===== src/rtl/bip_control.sv =====
// BIP single-cycle processor control unit: program counter, opcode decode to
// datapath/data-memory controls, HLT handling and a saturating cycle counter.
module bip_control #(
  parameter int len_opcode = 5,
  parameter int len_addr   = 11,
  parameter int len_mux_a  = 2,
  parameter int len_count  = 32
) (
  input  logic                  clk,
  input  logic                  reset,
  input  logic                  ena,
  input  logic [len_opcode-1:0] opcode,
  output logic [len_addr-1:0]   Addr_PC,
  output logic [len_mux_a-1:0]  SelA,
  output logic                  SelB,
  output logic                  WrAcc,
  output logic                  Op,
  output logic                  WrRam,
  output logic                  RdRam,
  output logic                  halted,
  output logic [len_count-1:0]  cycle_count
);

  localparam logic [0:0] ST_RUN  = 1'b0;
  localparam logic [0:0] ST_HALT = 1'b1;

  localparam logic [len_opcode-1:0] OP_HLT  = len_opcode'(5'b00000);
  localparam logic [len_opcode-1:0] OP_STO  = len_opcode'(5'b00001);
  localparam logic [len_opcode-1:0] OP_LD   = len_opcode'(5'b00010);
  localparam logic [len_opcode-1:0] OP_LDI  = len_opcode'(5'b00011);
  localparam logic [len_opcode-1:0] OP_ADD  = len_opcode'(5'b00100);
  localparam logic [len_opcode-1:0] OP_ADDI = len_opcode'(5'b00101);
  localparam logic [len_opcode-1:0] OP_SUB  = len_opcode'(5'b00110);
  localparam logic [len_opcode-1:0] OP_SUBI = len_opcode'(5'b00111);

  localparam logic [len_mux_a-1:0] SELA_MEM = len_mux_a'(2'b00);
  localparam logic [len_mux_a-1:0] SELA_IMM = len_mux_a'(2'b01);
  localparam logic [len_mux_a-1:0] SELA_ALU = len_mux_a'(2'b10);

  localparam logic [len_count-1:0] COUNT_MAX = {len_count{1'b1}};

  logic [0:0]           state_r;
  logic [len_addr-1:0]  pc_r;
  logic [len_count-1:0] count_r;
  logic                 active_s;
  logic                 is_hlt_s;

  // Gating with reset keeps a write from leaking out while reset is low.
  assign active_s = (state_r == ST_RUN) && ena && reset;
  assign is_hlt_s = (opcode == OP_HLT);

  // Combinational decode of the current opcode into datapath/memory controls.
  always_comb begin
    SelA  = SELA_MEM;
    SelB  = 1'b0;
    WrAcc = 1'b0;
    Op    = 1'b0;
    WrRam = 1'b0;
    RdRam = 1'b0;
    if (active_s) begin
      case (opcode)
        OP_STO: WrRam = 1'b1;
        OP_LD: begin
          RdRam = 1'b1;
          WrAcc = 1'b1;
        end
        OP_LDI: begin
          SelA  = SELA_IMM;
          WrAcc = 1'b1;
        end
        OP_ADD: begin
          RdRam = 1'b1;
          SelA  = SELA_ALU;
          WrAcc = 1'b1;
        end
        OP_ADDI: begin
          SelB  = 1'b1;
          SelA  = SELA_ALU;
          WrAcc = 1'b1;
        end
        OP_SUB: begin
          RdRam = 1'b1;
          Op    = 1'b1;
          SelA  = SELA_ALU;
          WrAcc = 1'b1;
        end
        OP_SUBI: begin
          SelB  = 1'b1;
          Op    = 1'b1;
          SelA  = SELA_ALU;
          WrAcc = 1'b1;
        end
        default: begin
          SelA = SELA_MEM;
        end
      endcase
    end else begin
      SelA = SELA_MEM;
    end
  end

  // State, PC and cycle counter; HALT only exits through reset.
  always_ff @(posedge clk or negedge reset) begin
    if (!reset) begin
      state_r <= ST_RUN;
      pc_r    <= {len_addr{1'b0}};
      count_r <= {len_count{1'b0}};
    end else if ((state_r == ST_RUN) && ena) begin
      if (count_r != COUNT_MAX) begin
        count_r <= count_r + len_count'(1);
      end else begin
        count_r <= count_r;
      end
      if (is_hlt_s) begin
        state_r <= ST_HALT;
        pc_r    <= pc_r;
      end else begin
        state_r <= ST_RUN;
        pc_r    <= pc_r + len_addr'(1);
      end
    end else begin
      state_r <= state_r;
      pc_r    <= pc_r;
      count_r <= count_r;
    end
  end

  assign Addr_PC     = pc_r;
  assign halted      = (state_r == ST_HALT);
  assign cycle_count = count_r;

endmodule


===== config.mk =====
export PLATFORM = sky130hd
export DESIGN_NAME = bip_control
export DESIGN_NICKNAME = d
export VERILOG_FILES = /design/src/rtl/bip_control.sv
export SDC_FILE = /design/constraint.sdc
export NUM_CORES = 1
export LEC_CHECK = 0
export CAP_MARGIN = 10
export CORE_UTILIZATION = 33
export CTS_CLUSTER_DIAMETER = 30
export DETAILED_ROUTE_END_ITERATION = 8
export PLACE_DENSITY_LB_ADDON = 0.15
export SLEW_MARGIN = 40
export SYNTH_ARGS = -nofsm -noshare
export SYNTH_HDL_FRONTEND = slang
export SYNTH_SLANG_ARGS = --single-unit

===== constraint.sdc =====
create_clock -name clk -period 5.2 [get_ports clk]
set_input_delay 0.78 -clock clk [delete_from_list [all_inputs] [get_ports clk]]
set_output_delay 0.78 -clock clk [all_outputs]
set_load 0.05 [all_outputs]

==> results of run 1 <==
## sequential cells by signal (all words and copies together), names as in the netlist
name,cells
Addr_PC,11
cycle_count,32
halted,1
## worst paths after layout
| check | cells past startpoint | to | slack [ns] | start |
|---|---|---|---|---|
| setup / recovery | 6 | SelA[0] | 1.48 | ena |
| hold reg to reg | 1 | Addr_PC[10] | 0.47 | Addr_PC[10] |
| max in group asynchronous | 2 | cycle_count[26] | 4.18 | reset |
| hold / removal | 1 | Addr_PC[10] | 0.47 | Addr_PC[10] |
| setup reg to reg | 6 | cycle_count[28] | 2.69 | cycle_count[0] |
| min in group asynchronous | 2 | cycle_count[11] | 0.64 | reset |
## cell type report
type                    count  area (um2)  area share
inverters                   2        7.51     0.00255
multi-input cells         160        1060       0.362
repair buffers             59         583       0.198
flip-flops and latches     44        1100       0.374
clock inverters             2        10.0     0.00340
well taps                  77        96.3      0.0327
clock buffers               6        82.6      0.0280
## kinds of logic (layout without fill, tap and decap cells)
| group | count (synthesis) | after routing | synth area share |
|---|---|---|---|
| flops | 44 | 44 | 0.501 |
| compound gates | 8 | 8 | 0.0239 |
| fa+ha+maj | 2 | 2 | 0.0114 |
| xor+xnor | 38 | 38 | 0.151 |
| mux | 3 | 3 | 0.0154 |
| buf+inv | 6 | 69 | 0.0142 |
| simple gates | 109 | 109 | 0.282 |
## power breakdown
group	internal, mW	switching, mW	leakage (nW)
clock	0.106	0.114	0.0510
sequential	0.393	0.0644	0.580
combinational	0.142	0.254	0.595
## routing by layer
metal | share of wire | vias up | global-route usage
met5 | 0 | - | 0
met4 | 0.013 | 0 | 0.0508
met1 | 0.49 | 861 | 0.217
li1 | - | 879 | -
met3 | 0.054 | 6 | 0.0376
met2 | 0.44 | 50 | 0.224
## worst register-to-register path, stage by stage (launching register included)
cell and delay (ns):
dfrtp_1 0.41, ha_1 0.21, nand3_1 0.16, or3_4 0.45
or4_1 0.83, nand4_1 0.24, xnor2_1 0.13
## synthesized netlist by cell type (all sizes together)
cell / number
a31o: 1
mux2: 3
and3b: 1
o21a: 1
o211ai: 1
buf: 2
nand2b: 1
ha: 2
xnor2: 24
xor2: 14
nand2: 17
or2: 1
nor4: 6
and4: 5
a21oi: 3
and3: 9
clkbuf: 2
nor3: 11
nand4: 20
o2111ai: 1
and2: 1
dfrtp: 44
nor2b: 1
nor3b: 2
or4: 1
or3: 1
nor2: 16
o21ai: 1
inv: 2
nand3: 16
## per-stage QoR
stage	total power, mW	hold slack (ns)	instance area, um2	setup WS (ns)
finish	1.07	0.474	2950	1.48
global route	1.13	0.518	2950	1.36
CTS	1.09	0.482	2950	1.46
detailed placement	0.864	0.467	2850	1.46
global placement	0.863	0.462	2850	1.52
floorplan	0.716	0.484	2200	1.96
==> summary.md, run 1 <==
| Metric | Value |
|---|---|
| Clock buffer depth | `2` |
| CTS tree | `done` |
| Vias in the first global route | `1746` |
| Worst Path Required | `4.42 ns` |
| Min-delay worst type | `reg2reg` |
| Layout net count | `282` |
| RSZ-0062 raised after global routing | `false` |
| CP max-delay cell | `clkdlybuf4s50_1` |
| Leading cell types in the layout, fill and taps excluded | `57 x clkdlybuf4s50_1, 44 x dfrtp_1, 24 x xnor2_1` |
| Yosys warns | `0` |
| Crit share post-route | `0.716` |
| Post-CTS Setup Inserts | `0` |
| Setup TNS | `0 ns` |
| Post-detail-place hpwl | `3690 um` |
| Setup Skew | `0.00537 ns` |
| Syn Nets | `220` |
| Status | `finished, final reports clean` |
| Die height | `83.6 um` |
| Final core area utilization | `0.461` |
| Critical Path Fanout Max | `5` |
| Number of nets with antenna violations after routing | `0` |
| First-pass GRT wire length | `8490 um` |
| Ant diodes | `0` |
| Largest net degree at the start of global routing | `45` |
| Final Hold Viols | `0` |
| I/O Pins | `59` |
| Vias | `1796` |
| Commonest non-fill, non-tap cell in the layout | `clkdlybuf4s50_1` |
| Pleak | `1.23 nW` |
| Fill cell count | `612` |
| Post-Route WL | `4980 um` |
| Cell Chain, Critical Path | `clkdlybuf4s50_1, nor2b_1, and3_1, nand2_1, nor3b_1, clkdlybuf4s50_1` |
| Crit end category | `output port` |
| Cells after DPL | `342` |
| Die span in x | `83.6 um` |
| Initial antenna violation count | `0` |
| Core Region | `6390 um2` |
| Synth cell types | `34` |
| Hold_buf cts | `0` |
| Number of vias per cell | `5.13` |
| Syn_area_per_cell | `10.5 um2` |
| Max Freq | `269 MHz` |
| Share of the synthesized area in the top cell type | `0.501` |
| Sink Count | `44` |
| Starting DRT DRC Count | `123` |
| DRC Markers | `0` |
| Die ar. | `6990 um2` |
| Rel. slew slack | `0.632` |
| Non-filler cells, final | `350` |
| Synth Cell Area | `2200 um2` |
| Global-route usage over all layers | `0.152` |
| Max H-tree Level | `2` |
| Max-cap violations | `0` |
| Cell count after synthesis | `210` |
| Avg WL per Cell | `14.2 um` |
| Gpl congestion | `0.758` |
| Buffers & Inverters on Critical Path | `2` |
| Yosys reg bits | `44` |
| Worst-path clk slew | `0.08 ns` |
| Period minus WS final | `3.72 ns` |
| Final setup violation count | `0` |
| PwrDens | `365 nW/um2` |
| Share of cells above drive strength 1 | `0.0733` |
| CP top delay family | `buffers and inverters` |
| Port Buffers | `58` |
| Cts bufs inserted | `5` |
| Peak supply drop | `252 uV` |
| Sequential fraction of the synthesis area | `0.501` |
| Top cell by count, worst path | `clkdlybuf4s50_1` |
| Critical Path AT | `2.94 ns` |
| Slew Limit Fails | `0` |
| Yosys top cell by area | `dfrtp_1` |
| Worst path max stage delay | `0.83 ns` |
| Startpoint Class | `input port` |
| Pre-antenna DRT Iters | `4` |
| Least-Margin Pin Slew | `0.553 ns` |
| WS Path Type | `in2out` |
| Synth top area cells | `dfrtp_1 50%, xnor2_1 9.6%, xor2_1 5.6%` |
| Gr ovfl total | `0` |
| Clk_lat worst skew | `0.29 ns` |
| Cts repair resizes | `0` |
| Starting Density | `0.344` |
| Site Rows | `29` |
| Clk Tree Root Cell | `clkbuf_8` |
| Synth-to-layout area growth | `34.1%` |
No activity file was read; power rests on OpenSTA's default activity.
==> run 2: changes to the inputs <==
clock period = 3.2 ns   (was 5.2 ns; I/O delays follow)
==> run 2 against run 1 <==
Core utilization is 0.16 points higher. Non-clock buffer count is 2 higher. Clock-buffer cell count is 2 higher. Hold slack worse by 0.0014 ns. Largest power group unchanged.
==> summary.md, run 2 (synthesis results as in run 1) <==
| Metric | Value |
|---|---|
| Number of nets with antenna violations after routing | `0 (unchanged)` |
| Min-delay worst type | `reg2reg (unchanged)` |
| Core Region | `6390 um2 (unchanged)` |
| Commonest non-fill, non-tap cell in the layout | `clkdlybuf4s50_1 (unchanged)` |
| Startpoint Class | `input port (unchanged)` |
| PwrDens | `591 nW/um2 (was 365 nW/um2)` |
| Fill cell count | `609 (was 612)` |
| Starting DRT DRC Count | `104 (was 123)` |
| Die span in x | `83.6 um (unchanged)` |
| CTS tree | `done (unchanged)` |
| Largest net degree at the start of global routing | `42 (was 45)` |
| Avg WL per Cell | `13.9 um (was 14.2 um)` |
| PnR Total Power | `1.75 mW (was 1.07 mW)` |
| Final core area utilization | `0.463 (was 0.461)` |
| Clk_lat worst skew | `0.30 ns (was 0.29 ns)` |
| I/O Pins | `59 (unchanged)` |
| Non-filler cells, final | `352 (was 350)` |
| Critical Path AT | `2.16 ns (was 2.94 ns)` |
| Max H-tree Level | `2 (unchanged)` |
| Clk Tree Root Cell | `clkbuf_8 (unchanged)` |
| Sink Count | `44 (unchanged)` |
| Pre-antenna DRT Iters | `5 (was 4)` |
| Share of cells above drive strength 1 | `0.0945 (was 0.0733)` |
| Cts repair resizes | `0 (unchanged)` |
| Worst-path clk slew | `0.08 ns (about the same)` |
| Hold_buf cts | `1 (was 0)` |
| WS Path Type | `in2out (unchanged)` |
| Critical Path Fanout Max | `5 (unchanged)` |
| Max-cap violations | `0 (unchanged)` |
| Vias | `1786 (was 1796)` |
| Worst Path Required | `2.72 ns (was 4.42 ns)` |
| First-pass GRT wire length | `8540 um (was 8490 um)` |
| Pleak | `1.25 nW (was 1.23 nW)` |
| RSZ-0062 raised after global routing | `false (unchanged)` |
| Starting Density | `0.344 (unchanged)` |
| Layout net count | `284 (was 282)` |
| Rel. slew slack | `0.624 (was 0.632)` |
| Crit end category | `output port (unchanged)` |
| Leading cell types in the layout, fill and taps excluded | `50 x clkdlybuf4s50_1, 44 x dfrtp_1, 24 x xnor2_1 (was 57 x clkdlybuf4s50_1, 44 x dfrtp_1, 24 x xnor2_1)` |
| Post-detail-place hpwl | `3630 um (was 3690 um)` |
| Setup Skew | `0.00490 ns (was 0.00537 ns)` |
| Gpl congestion | `0.758 (about the same)` |
| Placed inst area | `2860 um2 (was 2850 um2)` |
| Port Buffers | `58 (unchanged)` |
| Cts bufs inserted | `5 (unchanged)` |
| Period minus WS final | `2.64 ns` |
| Site Rows | `29 (unchanged)` |
| Initial antenna violation count | `0 (unchanged)` |
| Post-Route WL | `4880 um (was 4980 um)` |
| Die height | `83.6 um (unchanged)` |
| Peak supply drop | `593 uV (was 252 uV)` |
| Number of vias per cell | `5.07 (was 5.13)` |
| Die ar. | `6990 um2 (unchanged)` |
| Final design area excluding fillers | `2960 um2 (was 2950 um2)` |
| Clock buffer depth | `2 (unchanged)` |
| Vias in the first global route | `1748 (was 1746)` |
| Slew Limit Fails | `0 (unchanged)` |
| Final setup violation count | `0 (unchanged)` |
| Cells after DPL | `343 (was 342)` |
| Max FFs per register | `32 (unchanged)` |
| Setup TNS | `0 ns (unchanged)` |
| Final Hold Viols | `0 (unchanged)` |
| Synth-to-layout area growth | `34.5% (was 34.1%)` |
| Post-CTS Setup Inserts | `0 (unchanged)` |
| DRC Markers | `0 (unchanged)` |
| Crit share post-route | `0.825` |
| Least-Margin Pin Slew | `0.564 ns (was 0.553 ns)` |
| Gr ovfl total | `0 (unchanged)` |
| Ant diodes | `0 (unchanged)` |
| Status | `finished, final reports clean (unchanged)` |
| Max Freq | `379 MHz` |
| Global-route usage over all layers | `0.152 (about the same)` |
-- run 2: changes by cell type in the layout (fill, tap and decap cells not counted), sizes merged --
cell / change
dlygate4sd3: +1
clkbuf: +2
clkdlybuf4s50: -7
buf: +8
clkinv: -2
-- run 2: per-stage QoR --
stage	hold slack (ns)	setup WS, ns
finish	0.472	0.559
global placement	0.321	0.604
detailed placement	0.319	0.543
floorplan	0.184	0.409
global route	0.505	0.416
CTS	0.481	0.541
-- run 2: critical path, stage by stage --
cell and delay [ns]:
clkdlybuf4s50_1 0.51, nor2b_1 0.32, and3_1 0.22, nand2_1 0.08
nor3b_1 0.35, buf_12 0.19
-- run 2: final cells by class --
cell class                      count  area, um2  area share
Clock buffer                        8       90.1      0.0305
Inverter                            2       7.51     0.00254
Multi-Input combinational cell    160       1060       0.360
Sequential cell                    44       1100       0.373
Tap cell                           77       96.3      0.0326
Timing Repair Buffer               61        596       0.202
-- run 2: worst paths after layout --
kind,startpoint,to,slack [ns],cells after the start
max,ena,SelA[0],0.56,6
min,Addr_PC[10],Addr_PC[10],0.47,1
max reg2reg,cycle_count[0],cycle_count[6],0.71,6
min reg2reg,Addr_PC[10],Addr_PC[10],0.47,1
max in group asynchronous,reset,Addr_PC[5],1.94,3
min in group asynchronous,reset,cycle_count[4],0.53,2
-- run 2: routing by layer --
layer | track usage | vias up | wire length, um
met1 | 0.219 | 838 | 2480
met2 | 0.218 | 48 | 2050
li1 | - | 893 | -
met3 | 0.0425 | 7 | 279
met5 | 0 | - | 0
met4 | 0.0555 | 0 | 68
-- run 2: report_power, final --
part	internal [mW]	total [mW]	switching, mW
Combinational	0.233	0.646	0.413
Sequential	0.639	0.741	0.102
Clock	0.176	0.360	0.184
Total	1.05	1.75	0.699
